### src/rtl/hamming_byte_sequencer.sv
// Sequencer between the UART receiver and a Hamming(7,4) decoder.
// Takes two codewords and issues one decode request for each. Packs the
// two decoded nibbles into a byte, with the low nibble first. Tracks
// corrected errors and raises sticky overrun/timeout flags.
//
// Output handshake: o_out_valid rises when a byte is ready. It stays high
// with o_byte_out/o_byte_corrected stable until a cycle where i_out_ready is
// also high; the byte counts as transferred on that clock edge and
// o_out_valid drops in the following cycle.
module hamming_byte_sequencer #(
  parameter int DEC_WAIT_MAX = 15,
  parameter int GAP_MAX      = 50000
) (
  input  logic       clk,
  input  logic       rst_n,
  input  logic       i_ena,
  input  logic       i_rx_valid,
  input  logic [6:0] i_rx_code,
  output logic       o_dec_start,
  output logic [6:0] o_dec_code,
  input  logic       i_dec_valid,
  input  logic [3:0] i_dec_data,
  input  logic [2:0] i_dec_syndrome,
  output logic       o_out_valid,
  input  logic       i_out_ready,
  output logic [7:0] o_byte_out,
  output logic       o_byte_corrected,
  output logic [7:0] o_err_count,
  output logic       o_overrun,
  output logic       o_timeout,
  input  logic       i_clr_flags,
  output logic [1:0] o_state_out
);

  localparam int WAIT_W = $clog2(DEC_WAIT_MAX + 1);
  // Limits are compared one count early so the exit edge lands exactly on the limit.
  localparam logic [WAIT_W-1:0] WAIT_LAST = WAIT_W'(DEC_WAIT_MAX - 1);
  localparam logic [15:0]       GAP_LAST  = 16'(GAP_MAX - 1);

  typedef enum logic [1:0] {
    S_IDLE    = 2'd0,
    S_DEC     = 2'd1,
    S_WAIT_HI = 2'd2,
    S_OUT     = 2'd3
  } state_t;

  state_t              r_state;
  state_t              w_next;
  logic                w_take_rx;
  logic                w_lo_done;
  logic                w_hi_done;
  logic                w_set_timeout;
  logic                w_set_overrun;
  logic                w_err_inc;

  logic                r_nib_sel;
  logic [3:0]          r_lo_nib;
  logic [WAIT_W-1:0]   r_wait_cnt;
  logic [15:0]         r_gap_cnt;
  logic                r_dec_start;
  logic [6:0]          r_dec_code;
  logic                r_out_valid;
  logic [7:0]          r_byte_out;
  logic                r_byte_corrected;
  logic [7:0]          r_err_count;
  logic                r_overrun;
  logic                r_timeout;

  // State register; everything freezes while i_ena is low.
  always_ff @(posedge clk or negedge rst_n) begin
    if (!rst_n) begin
      r_state <= S_IDLE;
    end else if (i_ena) begin
      r_state <= w_next;
    end
  end

  // Next-state decode and per-cycle event strobes.
  always_comb begin
    w_next        = r_state;
    w_take_rx     = 1'b0;
    w_lo_done     = 1'b0;
    w_hi_done     = 1'b0;
    w_set_timeout = 1'b0;
    w_set_overrun = 1'b0;
    w_err_inc     = 1'b0;
    case (r_state)
      S_IDLE: begin
        if (i_rx_valid) begin
          w_take_rx = 1'b1;
          w_next    = S_DEC;
        end
      end
      S_DEC: begin
        w_set_overrun = i_rx_valid;
        if (i_dec_valid) begin
          w_err_inc = (i_dec_syndrome != 3'd0);
          if (!r_nib_sel) begin
            w_lo_done = 1'b1;
            w_next    = S_WAIT_HI;
          end else begin
            w_hi_done = 1'b1;
            w_next    = S_OUT;
          end
        end else if (r_wait_cnt == WAIT_LAST) begin
          w_set_timeout = 1'b1;
          w_next        = S_IDLE;
        end
      end
      S_WAIT_HI: begin
        if (i_rx_valid) begin
          w_take_rx = 1'b1;
          w_next    = S_DEC;
        end else if (r_gap_cnt == GAP_LAST) begin
          w_set_timeout = 1'b1;
          w_next        = S_IDLE;
        end
      end
      S_OUT: begin
        w_set_overrun = i_rx_valid;
        if (i_out_ready) begin
          w_next = S_IDLE;
        end
      end
      default: w_next = S_IDLE;
    endcase
  end

  // Datapath: codeword latch, timers, nibble assembly and status flags.
  always_ff @(posedge clk or negedge rst_n) begin
    if (!rst_n) begin
      r_nib_sel        <= 1'b0;
      r_lo_nib         <= 4'd0;
      r_wait_cnt       <= '0;
      r_gap_cnt        <= 16'd0;
      r_dec_start      <= 1'b0;
      r_dec_code       <= 7'd0;
      r_out_valid      <= 1'b0;
      r_byte_out       <= 8'd0;
      r_byte_corrected <= 1'b0;
      r_err_count      <= 8'd0;
      r_overrun        <= 1'b0;
      r_timeout        <= 1'b0;
    end else if (i_ena) begin
      r_dec_start <= w_take_rx;
      r_out_valid <= (w_next == S_OUT);

      if (w_take_rx) begin
        r_dec_code <= i_rx_code;
        r_nib_sel  <= (r_state == S_WAIT_HI);
      end

      // A fresh byte starts clean; a correction on either nibble marks it.
      if (w_take_rx && (r_state == S_IDLE)) begin
        r_byte_corrected <= 1'b0;
      end else if (w_err_inc) begin
        r_byte_corrected <= 1'b1;
      end

      if (w_take_rx) begin
        r_wait_cnt <= '0;
      end else if ((r_state == S_DEC) && !i_dec_valid) begin
        r_wait_cnt <= r_wait_cnt + WAIT_W'(1);
      end

      if (w_lo_done) begin
        r_gap_cnt <= 16'd0;
      end else if (r_state == S_WAIT_HI) begin
        r_gap_cnt <= r_gap_cnt + 16'd1;
      end

      if (w_lo_done) begin
        r_lo_nib <= i_dec_data;
      end
      if (w_hi_done) begin
        r_byte_out <= {i_dec_data, r_lo_nib};
      end

      // Set events beat a simultaneous clear.
      if (i_clr_flags) begin
        r_err_count <= w_err_inc ? 8'd1 : 8'd0;
      end else if (w_err_inc && (r_err_count != 8'hFF)) begin
        r_err_count <= r_err_count + 8'd1;
      end

      if (w_set_overrun) begin
        r_overrun <= 1'b1;
      end else if (i_clr_flags) begin
        r_overrun <= 1'b0;
      end

      if (w_set_timeout) begin
        r_timeout <= 1'b1;
      end else if (i_clr_flags) begin
        r_timeout <= 1'b0;
      end
    end
  end

  assign o_dec_start      = r_dec_start;
  assign o_dec_code       = r_dec_code;
  assign o_out_valid      = r_out_valid;
  assign o_byte_out       = r_byte_out;
  assign o_byte_corrected = r_byte_corrected;
  assign o_err_count      = r_err_count;
  assign o_overrun        = r_overrun;
  assign o_timeout        = r_timeout;
  assign o_state_out      = r_state;

endmodule
### config.mk
export PLATFORM = sky130hd
export DESIGN_NAME = hamming_byte_sequencer
export DESIGN_NICKNAME = d
export VERILOG_FILES = /design/src/rtl/hamming_byte_sequencer.sv
export SDC_FILE = /design/constraint.sdc
export NUM_CORES = 1
export LEC_CHECK = 0
export ABC_AREA = 0
export BUFFER_PORTS_ARGS = -buffer_cell sky130_fd_sc_hd__buf_2
export CAP_MARGIN = 20
export CORE_MARGIN = 2
export CORE_UTILIZATION = 50
export CTS_CLUSTER_SIZE = 25
export DETAILED_ROUTE_END_ITERATION = 8
export GPL_ROUTABILITY_DRIVEN = 1
export PLACE_DENSITY = 0.8
export SYNTH_ARGS = -nofsm -noshare
export SYNTH_HDL_FRONTEND = slang
export SYNTH_SLANG_ARGS = --single-unit
### constraint.sdc
create_clock -name clk -period 1.7 [get_ports clk]
set_input_delay 0.255 -clock clk [delete_from_list [all_inputs] [get_ports clk]]
set_output_delay 0.255 -clock clk [all_outputs]
set_load 0.03 [all_outputs]
==> metrics.yaml <==
hold_depth: 2
yosys_warnings: 0
syn-instance-count: 261
slew_headroom: 0.687
startpoint_type: "register"
skew_ns: 0.00705
peakVddDrop_mv: 1.12
synth_cell_types: 48
fin_crit_ns: 1.75
clk_pin_slew_worst_paths_ns: 0.10
timing.setup.tns_ns: -0.306
worstPathRequired_ns: 1.94
area_growth_pct: 33.8
arrival_ns: 1.99
cts_root_buf: "clkbuf_8"
hold_class: "in -> reg"
cpMaxStageDelayCell: "dfrtp_2"
critPathMaxFanout: 8
hold-path-endpoint: "o_err_count[6]"
track_usage: 0.220
final_nets: 373
drt-total-wl_mm: 6.76
critPathLaunch: "o_state_out[1]"
port_buffers: 50
status: "finished with violations"
r2r_start: "o_state_out[1]"
dr.pass1.iters: 4
hpwl_mm: 4.44
drv_cap: 0
crit_path_end_kind: "register"
synth_top_cell_area_share: 0.505
synth_nets: 290
hold_start: "i_clr_flags"
worstReg2RegEnd: "r_gap_cnt[13]"
io_pins: 51
p_leak_nw: 1.69
power_mw: 4.58
antennaDiodeCount: 0
worst_slack_ns: -0.0524
synthesis.area_um2: 2720
violations: "setup timing"
drive_gt1_frac: 0.433
hold_viol: 0
cts_sinks: 55
numCtsBuffers: 5
h-tree-depth: 2
ant_nets: 0
overflow: 0
grt_pass1_wl_mm: 10.7
synthTopCellsByArea: "dfrtp_1 (51%), mux2_2 (8.3%), xnor2_1 (3.9%)"
route.vias.total: 2318
rsz0062_at_grt: "yes"
fin_crit_sh: 1.03
worstPathCellList: "inv_4, ha_4, and3b_2, buf_4, o2111ai_4, or3_1, a21oi_2"
worst_pin_slew_ns: 0.468
post_dp_cell_area_um2: 3320
dp_cells: 396
syn_avg_cell_area_um2: 10.4
core_um2: 5170
first_global_vias: 2279
path_buf_inv: 2
final_area_um2: 3640
drt_iter0_markers: 118
ys.flop_type: "dfrtp_1"
drc: 0
antenna_found_initial: 0
ys_seq_area_frac: 0.505
rrSetupSlack_ns: -0.05
drv_slew: 0
final_cell_count_no_fill: 414
reg2regPathDepth: 7
crit_path_max_incr_delay_ns: 0.44
hold_ws_ns: 0.168
clock_latency_ns: 0.31
wl_per_cell_um: 16.3
setup_viol: 9
synthArstFlopShare: 1.00
p_per_area_nw_per_um2: 1260
die_area_um2: 6050
die_y_um: 77.8
yosysTopAreaCell: "dfrtp_1"
grt_start_max_net_pins: 28
cts_buffer_depth: 2
start_util: 0.527
cts_tree: "yes"
die_x_um: 77.8
synth_seq_cells: 55
crit_family: "simple AND/OR/NAND/NOR gates"
vias_per_cell: 5.60
placementRows: 26
gp_congestion: 0.845
worstSetupPathType: "reg -> reg"
timing.fmax_mhz: 571
synth_edf_count: 0
## per-stage QoR
| stage | util | worst slack, ns |
|---|---|---|
| finish | 0.705 | -0.0524 |
| floorplan | - | -0.109 |
| detailed placement | 0.641 | -0.0790 |
| CTS | 0.676 | -0.0293 |
| global placement | 0.641 | -0.0413 |
| global route | 0.705 | -0.179 |
## logic make-up after synthesis
family | after synthesis | synth area share
flops | 55 | 0.505
simple gates | 93 | 0.172
xor+xnor | 17 | 0.0547
fa+ha+maj | 8 | 0.0367
compound gates | 45 | 0.111
buf+inv | 22 | 0.0335
mux | 21 | 0.0864
## synth_stat cells (all sizes together), types with 2 or more instances
cell / instances
dfrtp: 55
nor2: 23
mux2: 20
nand2: 20
o21ai: 12
xnor2: 12
inv: 11
nor3: 11
a21oi: 10
nand3: 10
ha: 8
clkbuf: 6
nand4: 6
buf: 5
or3: 5
xor2: 5
and2: 4
o211ai: 4
and3: 3
nor4: 3
a211oi: 2
a32o: 2
and3b: 2
nor2b: 2
o21a: 2
o22ai: 2
## routing by layer
layer | vias to the layer above | GRT usage | part of all wire
li1 | 1085 | - | -
met1 | 1126 | 0.293 | 0.42
met2 | 94 | 0.352 | 0.49
met3 | 13 | 0.0581 | 0.067
met4 | 0 | 0.0714 | 0.018
met5 | - | 0 | 0
## flip-flops by register name, indices dropped and copies added (netlist names), 2 cells and up
| name | cells |
|---|---|
| o_state_out | 2 |
| o_byte_out | 8 |
| r_gap_cnt | 16 |
| o_dec_code | 7 |
| r_wait_cnt | 4 |
| r_lo_nib | 4 |
| o_err_count | 8 |
## where the power goes
group | switching, mW | internal, mW
sequential | 0.181 | 1.60
combinational | 1.12 | 0.825
clock | 0.418 | 0.431
## how the worst max path moves through the flow
| stage | slack [ns] | cells past startpoint | to |
|---|---|---|---|
| after floorplan | -0.11 | 8 | r_gap_cnt[14] |
| after global placement | -0.04 | 7 | o_out_valid |
| after detailed placement | -0.08 | 5 | r_gap_cnt[9] |
| after CTS | -0.03 | 6 | r_gap_cnt[12] |
| after global routing | -0.18 | 6 | r_gap_cnt[14] |
| final | -0.05 | 7 | r_gap_cnt[13] |
## area by class of cell
type                       instances  area (um^2)
tap                               70         87.6
multi-input combinational        184         1470
fill                             348         1530
clock inverter                     2         37.5
timing repair buffer              87          554
sequential                        55         1380
clock buffer                       5         68.8
inverter                          11         43.8
## what timing repair did
item | 4_1_cts | 5_1_grt
hold buffers | 1 | 0
endpoints found under the hold margin | 15 | 0
setup buffers | 3 | 7
pin swaps | 4 | 13
endpoints found under the setup margin | 21 | 28
resized for setup | 7 | 22
## layout by cell type (no fill, tap or decap), types with 4 or more instances in the layout
cell      instances
nor2_1           21
dfrtp_1          51
nand2_1          20
a21oi_1           8
nand3_1           7
buf_4            32
nand4_1           6
xnor2_1          11
ha_1              5
mux2_2           19
o21ai_0          10
or3_1             5
inv_1             9
nor3_1            7
clkbuf_8          5
and2_1            4
buf_2            50
dfrtp_2           4
xor2_1            5
Note: power is estimated with default switching activity, not from simulation.
